## src/rtl/rpspmc_pkg.sv

```systemverilog
// Shared constants and FSM encoding for the control-source ln path.
package rpspmc_pkg;

   localparam logic [31:0] LN2_Q032   = 32'hB172_17F8;
   localparam logic [31:0] LN_NEG_INF = 32'h8000_0000;

   typedef enum logic [2:0] {
      ST_IDLE  = 3'd0,
      ST_NORM  = 3'd1,
      ST_ITER  = 3'd2,
      ST_SCALE = 3'd3,
      ST_OUT   = 3'd4
   } ln_state_e;

endpackage

```

## src/rtl/msb_index32.sv

```systemverilog
// Combinational priority encoder: index of the highest set bit, 0 for a zero input.
module msb_index32 (
   input  logic [31:0] din,
   output logic [4:0]  idx
);

   always_comb begin
      idx = '0;
      for (int i = 0; i < 32; i++) begin
         if (din[i]) idx = 5'(i);
      end
   end

endmodule

```

## src/rtl/axis_ln_convert.sv

```systemverilog
// Sequential ln(x): log2 by priority encode plus repeated squaring, then scale by ln2.
// Optional drop counter enabled by defining AXIS_LN_DROP_COUNT_EN.
module axis_ln_convert
   import rpspmc_pkg::*;
#(
   parameter int FRAC_BITS = 24
) (
   input  logic        a_clk,
   input  logic        a_rst,
   input  logic [31:0] S_AXIS_tdata,
   input  logic        S_AXIS_tvalid,
   output logic [31:0] M_AXIS_tdata,
   output logic        M_AXIS_tvalid,
   output logic        result_strobe,
   output logic        busy
`ifdef AXIS_LN_DROP_COUNT_EN
   ,
   output logic [15:0] drop_count
`endif
);

   localparam int LW = FRAC_BITS + 5;
   localparam int PW = LW + 32;

   ln_state_e              state_q, state_d;
   logic [31:0]            x_q, x_d;
   logic                   zero_q, zero_d;
   logic [4:0]             k_q, k_d;
   logic [31:0]            m_q, m_d;
   logic [FRAC_BITS-1:0]   frac_q, frac_d;
   logic [4:0]             cnt_q, cnt_d;
   logic [31:0]            r_q, r_d;
   logic [31:0]            tdata_q, tdata_d;
   logic                   tvalid_q, tvalid_d;
   logic                   strobe_q, strobe_d;

   logic [4:0]             msb_k;
   logic [63:0]            sq;
   logic [32:0]            sq_top;
   logic [LW-1:0]          l_val;
   logic [PW-1:0]          scaled;

   msb_index32 u_msb (
      .din (x_q),
      .idx (msb_k)
   );

   // One 32x32 multiplier serves every squaring step.
   assign sq     = 64'(m_q) * 64'(m_q);
   assign sq_top = 33'(sq >> 31);
   assign l_val  = {k_q, frac_q};
   assign scaled = PW'(l_val) * PW'(LN2_Q032);

   always_comb begin
      state_d  = state_q;
      x_d      = x_q;
      zero_d   = zero_q;
      k_d      = k_q;
      m_d      = m_q;
      frac_d   = frac_q;
      cnt_d    = cnt_q;
      r_d      = r_q;
      tdata_d  = tdata_q;
      tvalid_d = tvalid_q;
      strobe_d = 1'b0;
      case (state_q)
         ST_IDLE: begin
            if (S_AXIS_tvalid) begin
               x_d     = S_AXIS_tdata;
               zero_d  = S_AXIS_tdata[31] | (S_AXIS_tdata == 32'd0);
               state_d = ST_NORM;
            end
         end
         ST_NORM: begin
            k_d     = msb_k;
            m_d     = x_q << (5'd31 - msb_k);
            frac_d  = '0;
            cnt_d   = 5'(FRAC_BITS - 1);
            state_d = ST_ITER;
         end
         ST_ITER: begin
            // Square in Q2.62; a carry into bit 63 means m*m >= 2, so renormalise.
            m_d    = sq_top[32] ? sq_top[32:1] : sq_top[31:0];
            frac_d = {frac_q[FRAC_BITS-2:0], sq_top[32]};
            if (cnt_q == 5'd0) state_d = ST_SCALE;
            else               cnt_d   = cnt_q - 5'd1;
         end
         ST_SCALE: begin
            r_d     = zero_q ? LN_NEG_INF : 32'(scaled >> 32);
            state_d = ST_OUT;
         end
         ST_OUT: begin
            tdata_d  = r_q;
            tvalid_d = 1'b1;
            strobe_d = 1'b1;
            state_d  = ST_IDLE;
         end
         default: state_d = ST_IDLE;
      endcase
   end

   always_ff @(posedge a_clk) begin
      if (a_rst) begin
         state_q  <= ST_IDLE;
         x_q      <= '0;
         zero_q   <= 1'b0;
         k_q      <= '0;
         m_q      <= '0;
         frac_q   <= '0;
         cnt_q    <= '0;
         r_q      <= '0;
         tdata_q  <= '0;
         tvalid_q <= 1'b0;
         strobe_q <= 1'b0;
      end else begin
         state_q  <= state_d;
         x_q      <= x_d;
         zero_q   <= zero_d;
         k_q      <= k_d;
         m_q      <= m_d;
         frac_q   <= frac_d;
         cnt_q    <= cnt_d;
         r_q      <= r_d;
         tdata_q  <= tdata_d;
         tvalid_q <= tvalid_d;
         strobe_q <= strobe_d;
      end
   end

   assign M_AXIS_tdata  = tdata_q;
   assign M_AXIS_tvalid = tvalid_q;
   assign result_strobe = strobe_q;
   assign busy          = (state_q != ST_IDLE);

`ifdef AXIS_LN_DROP_COUNT_EN
   logic [15:0] drop_q, drop_d;

   always_comb begin
      drop_d = drop_q;
      if (S_AXIS_tvalid && (state_q != ST_IDLE) && (drop_q != 16'hFFFF))
         drop_d = drop_q + 16'd1;
   end

   always_ff @(posedge a_clk) begin
      if (a_rst) drop_q <= '0;
      else       drop_q <= drop_d;
   end

   assign drop_count = drop_q;
`endif

endmodule

```

## config.mk

```make
export PLATFORM = sky130hd
export DESIGN_NAME = axis_ln_convert
export DESIGN_NICKNAME = d
export VERILOG_FILES = /design/src/rtl/rpspmc_pkg.sv /design/src/rtl/msb_index32.sv /design/src/rtl/axis_ln_convert.sv
export SDC_FILE = /design/constraint.sdc
export NUM_CORES = 2
export LEC_CHECK = 0
export ABC_AREA = 0
export BUFFER_PORTS_ARGS = -buffer_cell sky130_fd_sc_hd__buf_2
export CAP_MARGIN = 20
export CORE_ASPECT_RATIO = 1.1
export CORE_MARGIN = 3
export CORE_UTILIZATION = 65
export CTS_BUF_LIST = sky130_fd_sc_hd__clkbuf_4
export DETAILED_ROUTE_END_ITERATION = 10
export GPL_ROUTABILITY_DRIVEN = 0
export PLACE_DENSITY = 0.82
export SKIP_CTS_REPAIR_TIMING = 1
export SYNTH_ARGS = -nofsm -noshare
export SYNTH_HDL_FRONTEND = slang
export SYNTH_SLANG_ARGS = --single-unit
```

## constraint.sdc

```tcl
create_clock -name a_clk -period 13.5 [get_ports a_clk]
set_input_delay 2.7 -clock a_clk [delete_from_list [all_inputs] [get_ports a_clk]]
set_output_delay 2.7 -clock a_clk [all_outputs]
set_load 0.1 [all_outputs]
```

==> run metrics <==
clock root cell=clkbuf_4; reg-to-reg slack, setup=4.04 ns; GRT overflow=0; WP data required=14.03 ns; vias in the first global route=42500; commonest non-fill, non-tap cell in the layout=inv_1; Post-Route Utilization=67.9%; RSZ-0062 raised after global routing=no; path depth of the worst reg2reg path=25; Tot GR Track Use=34.0%; Initial Utilization=65.9%; Lkg Pwr=29.4 nW; #FFs+latches synth=164; first-pass GRT wire length=217 mm; hold path startpoint=M_AXIS_tdata[0]$_SDFFE_PP0P_; Layout Skew=0.0556 ns; Layout Nets=7323; Pre-antenna DRT Iters=8; Worst Hold Endpoint=M_AXIS_tdata[0]$_SDFFE_PP0P_; final instance area=0.0527 mm^2; Clock Sinks=164; full die area=0.0821 mm^2; routed via count=38400; Clock Path Buffers=2; Peak VDD IR=147 uV; Min Hold Slack=0.466 ns; hold path cells=2; largest net degree at the start of global routing=79; Synth Flop Type=dfxtp_1; TritonCTS Buffers=17; type of the most critical hold path=reg2reg; R2R Path End=m_q[23]$_SDFFE_PP0P_; Crit. End Element=register; Area Growth Syn to Fin=3.06%; Post-synth EDFFs=0; total negative setup slack=0 ns; Skew-Pair Late Insertion Delay=0.70 ns; YS warnings=0; Max-cap violations=0; combinational share of power=84.0%; Tcrit/Tclk final=70.1%; Final Hold Viols=0; crit path time final=9.46 ns; maximum clock rate=106 MHz; H-tree depth=4; post-DR wirelength/cell=20.4 um; Sw Ratio=58.6%; Buffers on Ports=67; clock power share=5.7%; Worst-Margin Slew=1.06 ns; initial DRC count=2992; # fillers=5900; syn_area_per_cell=9.11 um^2; share of layout cells above drive strength 1=3.45%; synth top area cells=fa_1, ha_1, inv_1; Netlist cell types=80; Setup CP Type=reg2reg; Mapped Cells=5616; Worst Path Arrival=9.99 ns; Clock Pin Slew Worst Setup and Hold Paths=0.16 ns; endpoints failing setup=0; Detail Route Antenna Nets=0; vias per inst=5.81; status=finished clean; worst flop-to-flop path startpoint=m_q[15]$_SDFFE_PP0P_; area fraction of the dominant cell type after synthesis=43.7%; # rows=107; drt drc=0; Synth async-reset ratio=0%; WL final=135 mm; Netlist Area Pre-Place=0.0511 mm^2; sequential area share after synthesis=6.42%; CP startpoint kind=register; DP Wirelength=110 mm; crit path setup slack, layout=4.04 ns; area of placed instances=0.0524 mm^2; Reg power frac=10.2%; CTS tree=done; initial antenna violation count=4; most frequent cells in the layout=inv_1, fa_1, ha_1, nand2_1, and2_1; fin. max-slew vios=0; relative slew slack=29.2%; # IOs=70; Pwr per Cell Area=109 mW/mm^2; Die Y=300 um; sw power=3.37 mW; Pint=2.38 mW; post-place setup slack=4.36 ns; post-synth top area cell=fa_1; core box area=0.0776 mm^2; worst-path fanout max=32; Die Wd=273 um
## sequential cells by signal (all words and copies together) (netlist names), 3 cells and up
signal / flops
k_q: 5
m_q: 32
state_q: 3
x_q: 32
cnt_q: 5
M_AXIS_tdata: 30
r_q: 30
frac_q: 24
## metal layers
metal | share of wire, % | routed length (um) | global-route usage [%]
met3 | 7.6 | 10200 | 5.97
met2 | 50 | 67600 | 59.7
met5 | 0.030 | 40 | 0
met4 | 7.5 | 10000 | 20.1
met1 | 35 | 46800 | 39.0
## critical path, cell delays in order, from the launching register on
cell,delay (ns)
dfxtp_1,0.92
inv_1,0.49
nor2_1,0.40
fa_1,0.52
fa_1,0.51
fa_1,0.52
inv_1,0.05
fa_1,0.49
inv_1,0.06
fa_1,0.49
fa_1,0.60
fa_1,0.44
fa_1,0.50
ha_1,0.44
nand4_1,0.10
or2_1,0.26
nor2_1,0.12
nand3_1,0.19
a21o_1,0.30
a2111o_1,0.47
a211o_1,0.28
and3_1,0.16
buf_4,0.24
nor3b_1,0.23
a2111oi_0,0.10
a2111oi_1,0.45
## through the flow
| step | total power [mW] | instances |
|---|---|---|
| after floorplan | 3.94 | 5618 |
| after global placement | 5.18 | 6576 |
| after detailed placement | 5.31 | 6576 |
| after CTS | 5.67 | 6608 |
| after global routing | 6.24 | 6609 |
| final | 5.76 | 6610 |
## cell type report
cell class / instances / area, um^2 / area share [%]
clock inverter: 15 / 180 / 0.342
clock buffer: 17 / 128 / 0.242
inverter: 1582 / 5940 / 11.3
antenna: 2 / 5.00 / 0.00950
timing repair buffer: 120 / 736 / 1.40
tap: 1035 / 1290 / 2.46
multi-input combinational: 3675 / 41100 / 78.1
sequential: 164 / 3290 / 6.23
## worst max-delay path by stage
stage,cells after the start,endpoint,start,slack (ns)
after floorplan,29,m_q[26]$_SDFFE_PP0P_,m_q[27]$_SDFFE_PP0P_,5.55
after global placement,25,m_q[0]$_SDFFE_PP0P_,m_q[15]$_SDFFE_PP0P_,4.53
after detailed placement,25,m_q[0]$_SDFFE_PP0P_,m_q[15]$_SDFFE_PP0P_,4.36
after CTS,25,m_q[23]$_SDFFE_PP0P_,m_q[15]$_SDFFE_PP0P_,4.32
after global routing,25,m_q[23]$_SDFFE_PP0P_,m_q[15]$_SDFFE_PP0P_,3.94
final,25,m_q[23]$_SDFFE_PP0P_,m_q[15]$_SDFFE_PP0P_,4.04
## Yosys cell counts (45+ instances only)
master / n
a21oi_1: 198
nor2_1: 187
nor3_1: 45
mux2i_1: 65
a21o_1: 50
ha_1: 613
clkbuf_1: 167
nand2_1: 487
inv_1: 1581
fa_1: 1115
xor2_1: 54
o21ai_0: 115
xnor2_1: 53
dfxtp_1: 164
and2_1: 237
## power groups by stage
stage	sequential [mW]	clock, mW	combinational, mW
floorplan	0.568	0	3.37
finish	0.589	0.329	4.84
global route	0.593	0.343	5.30
CTS	0.585	0.330	4.76
global placement	0.594	0	4.59
detailed placement	0.596	0	4.72
## cells by family (layout without fill, tap and decap cells)
family          after synthesis  count (layout)  synth area share, %
compound gates              642             642                 8.14
xor+xnor                    107             107                 1.83
fa+ha+maj                  1728            1728                 58.7
buf+inv                    1779            1734                 13.2
flops                       164             164                 6.42
mux                          76              76                 1.51
other cells                   1               5              0.00733
simple gates               1119            1119                 10.3
Power figures use the tool's default switching activity.
